--- src/rtl/spi_bridge_master.sv ---
// spi_bridge_master
// FPGA-side SPI master (mode 0, MSB first) for the SPI-to-Avalon byte-stream
// bridge. Transmit bytes are framed with the bridge's physical layer (0x4A is
// the idle fill, 0x4D escapes the next byte which is sent XOR 0x20), and the
// same framing is stripped from the bytes shifted in on MISO.
// Parameters: CLK_DIV is the SCK half-period in iCLK cycles (>=2), CS_GAP is
// the minimum number of iCLK cycles NSS stays high between transactions (>=1).
// Build option: define SPI_LOOPBACK_EN to feed the receive shifter from the
// master's own MOSI instead of the synchronised iMISO (board self-test).
module spi_bridge_master #(
    parameter int CLK_DIV = 4,
    parameter int CS_GAP  = 8
) (
    input  logic       iCLK,
    input  logic       iRESETn,
    input  logic [7:0] iTX_DATA,
    input  logic       iTX_VALID,
    output logic       oTX_READY,
    input  logic       iPOLL,
    output logic [7:0] oRX_DATA,
    output logic       oRX_VALID,
    output logic       oBUSY,
    output logic       oSCK,
    output logic       oNSS,
    output logic       oMOSI,
    input  logic       iMISO
);

    localparam int CNT_MAX = (CLK_DIV > CS_GAP) ? CLK_DIV : CS_GAP;
    localparam int CNT_W   = $clog2(CNT_MAX + 1);

    localparam logic [CNT_W-1:0] DIV_LAST = CNT_W'(CLK_DIV - 1);
    localparam logic [CNT_W-1:0] GAP_LAST = CNT_W'(CS_GAP - 1);

    localparam logic [7:0] IDLE_BYTE = 8'h4A;
    localparam logic [7:0] ESC_BYTE  = 8'h4D;
    localparam logic [7:0] ESC_XOR   = 8'h20;

    typedef enum logic [2:0] {
        ST_IDLE,
        ST_SETUP,
        ST_SHIFT,
        ST_NEXT,
        ST_HOLD,
        ST_GAP
    } state_t;

    state_t           state_q, state_d;
    logic [CNT_W-1:0] cnt_q, cnt_d;
    logic [2:0]       bit_q, bit_d;
    logic             sck_q, sck_d;
    logic             nss_q, nss_d;
    logic             mosi_q, mosi_d;
    logic [7:0]       tx_sr_q, tx_sr_d;
    logic [7:0]       rx_sr_q, rx_sr_d;
    logic             esc_pend_q, esc_pend_d;
    logic [7:0]       esc_byte_q, esc_byte_d;
    logic             rx_esc_q, rx_esc_d;
    logic [7:0]       rx_data_q, rx_data_d;
    logic             rx_valid_q, rx_valid_d;
    logic             miso_s1_q, miso_s2_q;

    logic             load_now;
    logic             load_ok;
    logic             load_ack;
    logic             load_esc;
    logic [7:0]       load_byte;
    logic [7:0]       load_esc_byte;
    logic             start_byte;
    logic             rx_bit;

    // Two-flop synchroniser for the asynchronous MISO line
    always_ff @(posedge iCLK or negedge iRESETn) begin
        if (!iRESETn) begin
            miso_s1_q <= 1'b0;
            miso_s2_q <= 1'b0;
        end else begin
            miso_s1_q <= iMISO;
            miso_s2_q <= miso_s1_q;
        end
    end

`ifdef SPI_LOOPBACK_EN
    logic unused_miso;
    assign unused_miso = miso_s2_q;
    assign rx_bit      = mosi_q;
`else
    assign rx_bit      = miso_s2_q;
`endif

    // A byte load is attempted at the end of SETUP and in every NEXT cycle
    assign load_now = ((state_q == ST_SETUP) && (cnt_q == DIV_LAST)) ||
                      (state_q == ST_NEXT);

    // Choose the next byte to shift: pending escaped byte, then TX data, then poll fill
    always_comb begin
        load_ok       = 1'b0;
        load_ack      = 1'b0;
        load_esc      = 1'b0;
        load_byte     = IDLE_BYTE;
        load_esc_byte = iTX_DATA ^ ESC_XOR;
        if (esc_pend_q) begin
            load_ok   = 1'b1;
            load_byte = esc_byte_q;
        end else if (iTX_VALID) begin
            load_ok  = 1'b1;
            load_ack = 1'b1;
            if ((iTX_DATA == IDLE_BYTE) || (iTX_DATA == ESC_BYTE)) begin
                load_byte = ESC_BYTE;
                load_esc  = 1'b1;
            end else begin
                load_byte = iTX_DATA;
            end
        end else if (iPOLL) begin
            load_ok   = 1'b1;
            load_byte = IDLE_BYTE;
        end
    end

    // Next-state and datapath logic for the transaction sequencer
    always_comb begin
        state_d    = state_q;
        cnt_d      = cnt_q;
        bit_d      = bit_q;
        sck_d      = sck_q;
        nss_d      = nss_q;
        mosi_d     = mosi_q;
        tx_sr_d    = tx_sr_q;
        rx_sr_d    = rx_sr_q;
        esc_pend_d = esc_pend_q;
        esc_byte_d = esc_byte_q;
        rx_esc_d   = rx_esc_q;
        rx_data_d  = rx_data_q;
        rx_valid_d = 1'b0;
        start_byte = 1'b0;

        case (state_q)
            ST_IDLE: begin
                if (iTX_VALID || iPOLL) begin
                    nss_d   = 1'b0;
                    cnt_d   = '0;
                    state_d = ST_SETUP;
                end
            end

            ST_SETUP: begin
                if (cnt_q == DIV_LAST) begin
                    if (load_ok) begin
                        start_byte = 1'b1;
                    end else begin
                        cnt_d   = '0;
                        state_d = ST_HOLD;
                    end
                end else begin
                    cnt_d = cnt_q + CNT_W'(1);
                end
            end

            ST_SHIFT: begin
                if (cnt_q != DIV_LAST) begin
                    cnt_d = cnt_q + CNT_W'(1);
                end else begin
                    cnt_d = '0;
                    if (!sck_q) begin
                        sck_d   = 1'b1;
                        rx_sr_d = {rx_sr_q[6:0], rx_bit};
                    end else begin
                        sck_d = 1'b0;
                        if (bit_q == 3'd7) begin
                            state_d = ST_NEXT;
                        end else begin
                            bit_d   = bit_q + 3'd1;
                            mosi_d  = tx_sr_q[7];
                            tx_sr_d = {tx_sr_q[6:0], 1'b0};
                        end
                    end
                end
            end

            ST_NEXT: begin
                if (rx_sr_q == IDLE_BYTE) begin
                    rx_esc_d = rx_esc_q;
                end else if ((rx_sr_q == ESC_BYTE) && !rx_esc_q) begin
                    rx_esc_d = 1'b1;
                end else begin
                    rx_data_d  = rx_esc_q ? (rx_sr_q ^ ESC_XOR) : rx_sr_q;
                    rx_valid_d = 1'b1;
                    rx_esc_d   = 1'b0;
                end
                if (load_ok) begin
                    start_byte = 1'b1;
                end else begin
                    cnt_d   = '0;
                    state_d = ST_HOLD;
                end
            end

            ST_HOLD: begin
                if (cnt_q == DIV_LAST) begin
                    cnt_d    = '0;
                    nss_d    = 1'b1;
                    mosi_d   = 1'b0;
                    rx_esc_d = 1'b0;
                    state_d  = ST_GAP;
                end else begin
                    cnt_d = cnt_q + CNT_W'(1);
                end
            end

            ST_GAP: begin
                if (cnt_q == GAP_LAST) begin
                    cnt_d   = '0;
                    state_d = ST_IDLE;
                end else begin
                    cnt_d = cnt_q + CNT_W'(1);
                end
            end

            default: begin
                state_d = ST_IDLE;
            end
        endcase

        if (start_byte) begin
            mosi_d     = load_byte[7];
            tx_sr_d    = {load_byte[6:0], 1'b0};
            esc_pend_d = load_esc;
            esc_byte_d = load_esc ? load_esc_byte : esc_byte_q;
            bit_d      = 3'd0;
            cnt_d      = '0;
            state_d    = ST_SHIFT;
        end
    end

    // State and datapath registers; reset parks the bus idle and drops any partial byte
    always_ff @(posedge iCLK or negedge iRESETn) begin
        if (!iRESETn) begin
            state_q    <= ST_IDLE;
            cnt_q      <= '0;
            bit_q      <= 3'd0;
            sck_q      <= 1'b0;
            nss_q      <= 1'b1;
            mosi_q     <= 1'b0;
            tx_sr_q    <= 8'h00;
            rx_sr_q    <= 8'h00;
            esc_pend_q <= 1'b0;
            esc_byte_q <= 8'h00;
            rx_esc_q   <= 1'b0;
            rx_data_q  <= 8'h00;
            rx_valid_q <= 1'b0;
        end else begin
            state_q    <= state_d;
            cnt_q      <= cnt_d;
            bit_q      <= bit_d;
            sck_q      <= sck_d;
            nss_q      <= nss_d;
            mosi_q     <= mosi_d;
            tx_sr_q    <= tx_sr_d;
            rx_sr_q    <= rx_sr_d;
            esc_pend_q <= esc_pend_d;
            esc_byte_q <= esc_byte_d;
            rx_esc_q   <= rx_esc_d;
            rx_data_q  <= rx_data_d;
            rx_valid_q <= rx_valid_d;
        end
    end

    assign oTX_READY = load_now & load_ack;
    assign oRX_DATA  = rx_data_q;
    assign oRX_VALID = rx_valid_q;
    assign oBUSY     = (state_q != ST_IDLE);
    assign oSCK      = sck_q;
    assign oNSS      = nss_q;
    assign oMOSI     = mosi_q;

endmodule

--- config.mk ---
export PLATFORM = sky130hd
export DESIGN_NAME = spi_bridge_master
export DESIGN_NICKNAME = d
export VERILOG_FILES = /design/src/rtl/spi_bridge_master.sv
export SDC_FILE = /design/constraint.sdc
export NUM_CORES = 1
export LEC_CHECK = 0
export ABC_AREA = 1
export CAP_MARGIN = 20
export CORE_AREA = 2 2 82 84
export CTS_CLUSTER_SIZE = 12
export DETAILED_ROUTE_END_ITERATION = 6
export DIE_AREA = 0 0 84 86
export PLACE_DENSITY = 0.6
export SKIP_LAST_GASP = 1
export SLEW_MARGIN = 0
export SYNTH_ARGS = -nofsm -noshare
export SYNTH_HDL_FRONTEND = slang
export SYNTH_SLANG_ARGS = --single-unit
--- constraint.sdc ---
create_clock -name iCLK -period 2.8 [get_ports iCLK]
set_input_delay 0.7 -clock iCLK [delete_from_list [all_inputs] [get_ports iCLK]]
set_output_delay 0.7 -clock iCLK [all_outputs]
set_load 0.05 [all_outputs]
* After elaboration in Yosys (flattened, before gate mapping)
Index checks and enable logic that the tools add are counted.
** Word-level totals
- Register bits after elaboration :: 50
- Output and inout bits :: 14
** Cells by class
- Add/subtract/negate cells :: 2
- Eq/ne operators :: 26
- Muxes and demuxes :: 59
- Bitwise logic cells :: 7
- Reduce and logical (&&, ||, !) cells :: 24
** Operator list (count)
- two-way mux 8 bit :: 8
- two-way mux 3 bit :: 14
- == test 8 x 7 -> 1 bit, second input constant :: 4
- two-way mux 4 bit :: 7
- one-hot mux 4 bit (6 select lines) :: 1
- two-way mux 1 bit :: 23
- != test 3 bit, second input constant :: 7
- one-hot mux 3 bit (6 select lines) :: 1
- AND reduction 3 bit :: 4
- != test 2 bit, second input constant :: 5
- == test 3 bit, second input constant :: 3
- one-hot mux 1 bit (2 select lines) :: 4
- nonzero test 2 bit :: 4
- AND reduction 7 bit :: 1
- nonzero test 7 bit :: 1
- == test 3 x 2 -> 1 bit, second input constant :: 2
- two-way mux 6 bit :: 1
- inverter 1 bit :: 6
- AND reduction 2 bit :: 3
- nonzero test 3 bit :: 2
- AND reduction 5 bit :: 1
- adder 4 x 1 -> 4 bit, second input constant :: 1
- == test 4 x 2 -> 1 bit, second input constant :: 1
- == test 4 x 3 -> 1 bit, second input constant :: 1
- 10 further kinds :: 13

* Depth between registers and ports, before layout
- Depth after elaboration :: 8
- Mapped depth :: 10
- Gate-level depth less buffers :: 10

* Worst setup path before layout
OpenSTA, ideal clock, no wires.
- Kind :: input -> output
- Start :: input iTX_VALID
- End :: output oTX_READY
- Data arrival time :: 1.393 ns
- Data required time :: 2.100 ns
- Path slack :: 0.707 ns
- Cell stages on the path :: 4
- Buffers on the path :: 0
- Cell sequence :: nand2_1 inv_1 nand3_2 inv_1
** On the way
- Longest elaborated chain between the ends :: 3
** Ends and longest elaborated chain
- start, declared :: line 17 : input logic iTX_VALID,
- two-way mux 1 bit :: line 105 : end else if (iTX_VALID) begin
- two-way mux 1 bit :: line 102 : if (esc_pend_q) begin
- bitwise AND 1 bit :: line 268 : assign oTX_READY = load_now & load_ack;
- end, declared :: line 18 : output logic oTX_READY,
No other way between the ends.

* Worst setup path after layout
- Start :: register state_q[1]
- End :: output oBUSY
** On the way
- Longest elaborated chain between the ends :: 1
** Ends and longest elaborated chain
- start, declared :: line 48 : state_t state_q, state_d;
- start signal, assigned :: line 252 : state_q <= state_d;
- nonzero test 3 bit :: line 271 : assign oBUSY = (state_q != ST_IDLE);
- end, declared :: line 22 : output logic oBUSY,
No other way between the ends.

==> results.toml <==
[outcome]
status = "completed"

[grt]
grt_max_degree = 50
first_global_vias = 1869
track_usage = 0.147
grt_pass1_wl_um = 8690
grt_overflow_total = 0
antenna_found_initial = 0

[sta]
hold_viol = 0
skew_ns = 0.00825
slew_viol_final = 0
worst_pin_slew_ns = 0.619
fmax_ghz = 0.397
setup_tns_ns = 0
setup_viol = 0
finalCritPeriodShare = 0.899
slew_headroom = 0.588
rsz0062_at_grt = "false"
period_minus_slack_ns = 2.52
holdWs_ns = 0.355

[synth]
syn_inst = 303
yosysWarnings = 0
synth-seq-cells = 49
ys_types = 33
synthesis.area_um2 = 2440
syn_avg_cell_area_um2 = 8.05
synthesis.nets = 319
seq_area_frac_synth = 0.503

[cts]
cts_resized = 0
root_buffer = "clkbuf_8"
cts_buffers = 5
clk_pin_slew_worst_paths_ns = 0.09
holdBufCountCts = 0
clock_path_buffers = 2
htreeDepth = 2
cts_tree = "yes"
clock_latency_ns = 0.30
clkSinkCount = 49
cts_setup_buffers = 0

[finish]
regArea_um2 = 1230
n_fill_cell = 621
nets = 352
final_cell_mix = "nand2_1 (114), dfrtp_1 (48), inv_1 (31), clkdlybuf4s50_1 (24), nand3_1 (16)"
fin_area_um2 = 2890
drive_above_1_share = 0.104
syn2layout_area_growth_pct = 18.5
multiInputGateArea_um2 = 1040
layout_commonest_cell = "nand2_1"
n_antenna_cell = 0

[pwr]
p_total_mw = 1.17
p_seq_frac = 0.610
pwr-share-comb = 0.037
powerDensity_nw_per_um2 = 406
p_sw_uw = 267
swShare = 0.228
peakVddDrop_mv = 0.199
internal_power_uw = 908
p_leak_nw = 1.49
clockPowerShare = 0.353

[placed_design]
place.port_buffers = 26
placed_cell_area_um2 = 2800
routabilityCongestion = 0.844
dp_hpwl_um = 3500

[floorplan]
die_area_um2 = 7220
core_um2 = 6280
die_w_um = 84
io_pins = 27
fp.dieH_um = 86
initial_core_util = 0.389
rows = 29

[route]
routed_wirelength_um = 4880
drc = 0
routed_via_density = 4.75
firstDrtPassIters = 4
drtIter0Drc = 79
wire_per_inst_um = 11.8
vias = 1966
drtAntennaViolNets = 0

[critical_path]
end_kind = "output pin"
path_max_fanout = 4
crit_slowest_cell = "clkdlybuf4s50_1"
cp.arrival_ns = 1.82
cpLargestDelayFamily = "buffers and inverters"
worstPathRequired_ns = 2.10
r2r-start = "bit_q[0]"
cpPeakStageDelay_ns = 0.71
start_kind = "register"
path_buf_inv = 2
critPathKind = "register to output pin"
startpoint = "state_q[1]"
worstPathCellList = "nor3_1, inv_1, clkdlybuf4s50_1"

[run]
drv_cap = 0

[min_path]
hp-class = "register to register"
min_from = "miso_s1_q"
-- per-layer routing --
metal  wire (um)  global-route usage  vias to the layer above  share of wire
li1            -                   -                     1039              -
met1        2540               0.206                      889           0.52
met2        2120               0.230                       33           0.43
met3         143              0.0298                        5          0.029
met4          78              0.0499                        0          0.016
met5           0                   0                        -              0
-- synthesized netlist by cell type (all sizes together) --
master | instances | area share
o22ai | 4 | 0.010
o21bai | 2 | 0.0062
nand3b | 1 | 0.0031
nor3 | 4 | 0.010
or2 | 3 | 0.0077
nand4 | 7 | 0.018
nand2 | 116 | 0.18
a21oi | 3 | 0.0062
nor2 | 18 | 0.035
nand3 | 20 | 0.052
a22oi | 3 | 0.0092
dfstp | 1 | 0.011
o31ai | 1 | 0.0087
xor2 | 1 | 0.0036
inv | 37 | 0.058
dfrtp | 48 | 0.49
buf | 4 | 0.012
o21ai | 25 | 0.051
ha | 3 | 0.015
nor4 | 2 | 0.0077
-- cell families after synthesis --
| group | count (synthesis) | synth area share |
|---|---|---|
| buffers and inverters | 41 | 0.0697 |
| XOR/XNOR | 1 | 0.00359 |
| adder cells (fa/ha/maj) | 3 | 0.0154 |
| AND/OR/NAND/NOR | 171 | 0.316 |
| AO/OA/AOI/OAI | 38 | 0.0918 |
| flip-flops | 49 | 0.503 |
-- worst paths after layout --
path / slack (ns) / to / cells past startpoint
worst min register to register: 0.35 / miso_s2_q / 0
worst min-delay path: 0.35 / miso_s2_q / 0
min in group asynchronous: 0.49 / oRX_DATA[2] / 2
worst max-delay path: 0.28 / oBUSY / 3
max in group asynchronous: 1.89 / state_q[2] / 2
worst max register to register: 0.94 / tx_sr_q[1] / 8
-- power groups by stage --
stage,registers (mW),logic (mW),clock network [mW]
floorplan,0.730,0.00911,0
global placement,0.730,0.0445,0
detailed placement,0.730,0.0450,0
CTS,0.716,0.0451,0.434
global route,0.718,0.0500,0.460
finish,0.716,0.0435,0.415
-- registers in the layout, summed over array words and instances, names as in the netlist --
| name | count |
|---|---|
| esc_byte_q | 8 |
| oRX_DATA | 8 |
| rx_sr_q | 8 |
| tx_sr_q | 7 |
| cnt_q | 4 |
| bit_q | 3 |
| state_q | 3 |
| esc_pend_q | 1 |
| miso_s1_q | 1 |
| miso_s2_q | 1 |
| oMOSI | 1 |
| oNSS | 1 |
| oRX_VALID | 1 |
| oSCK | 1 |
| rx_esc_q | 1 |
-- final cells by class --
type	instances	area share
Clock buffer	6	0.0251
Clock inverter	2	0.00519
Inverter	37	0.0489
Multi-Input combinational cell	213	0.361
Sequential cell	49	0.425
Tap cell	77	0.0333
Timing Repair Buffer	30	0.102
-- through the flow --
step | instances | setup WS [ns] | utilization
2_1_floorplan | 303 | 0.707 | -
4_1_cts | 414 | 0.264 | 0.460
3_5_place_dp | 406 | 0.283 | 0.446
6_report | 414 | 0.282 | 0.460
3_3_place_gp | 406 | 0.304 | 0.446
5_1_grt | 414 | 0.191 | 0.460
No activity file was read; power rests on OpenSTA's default activity.
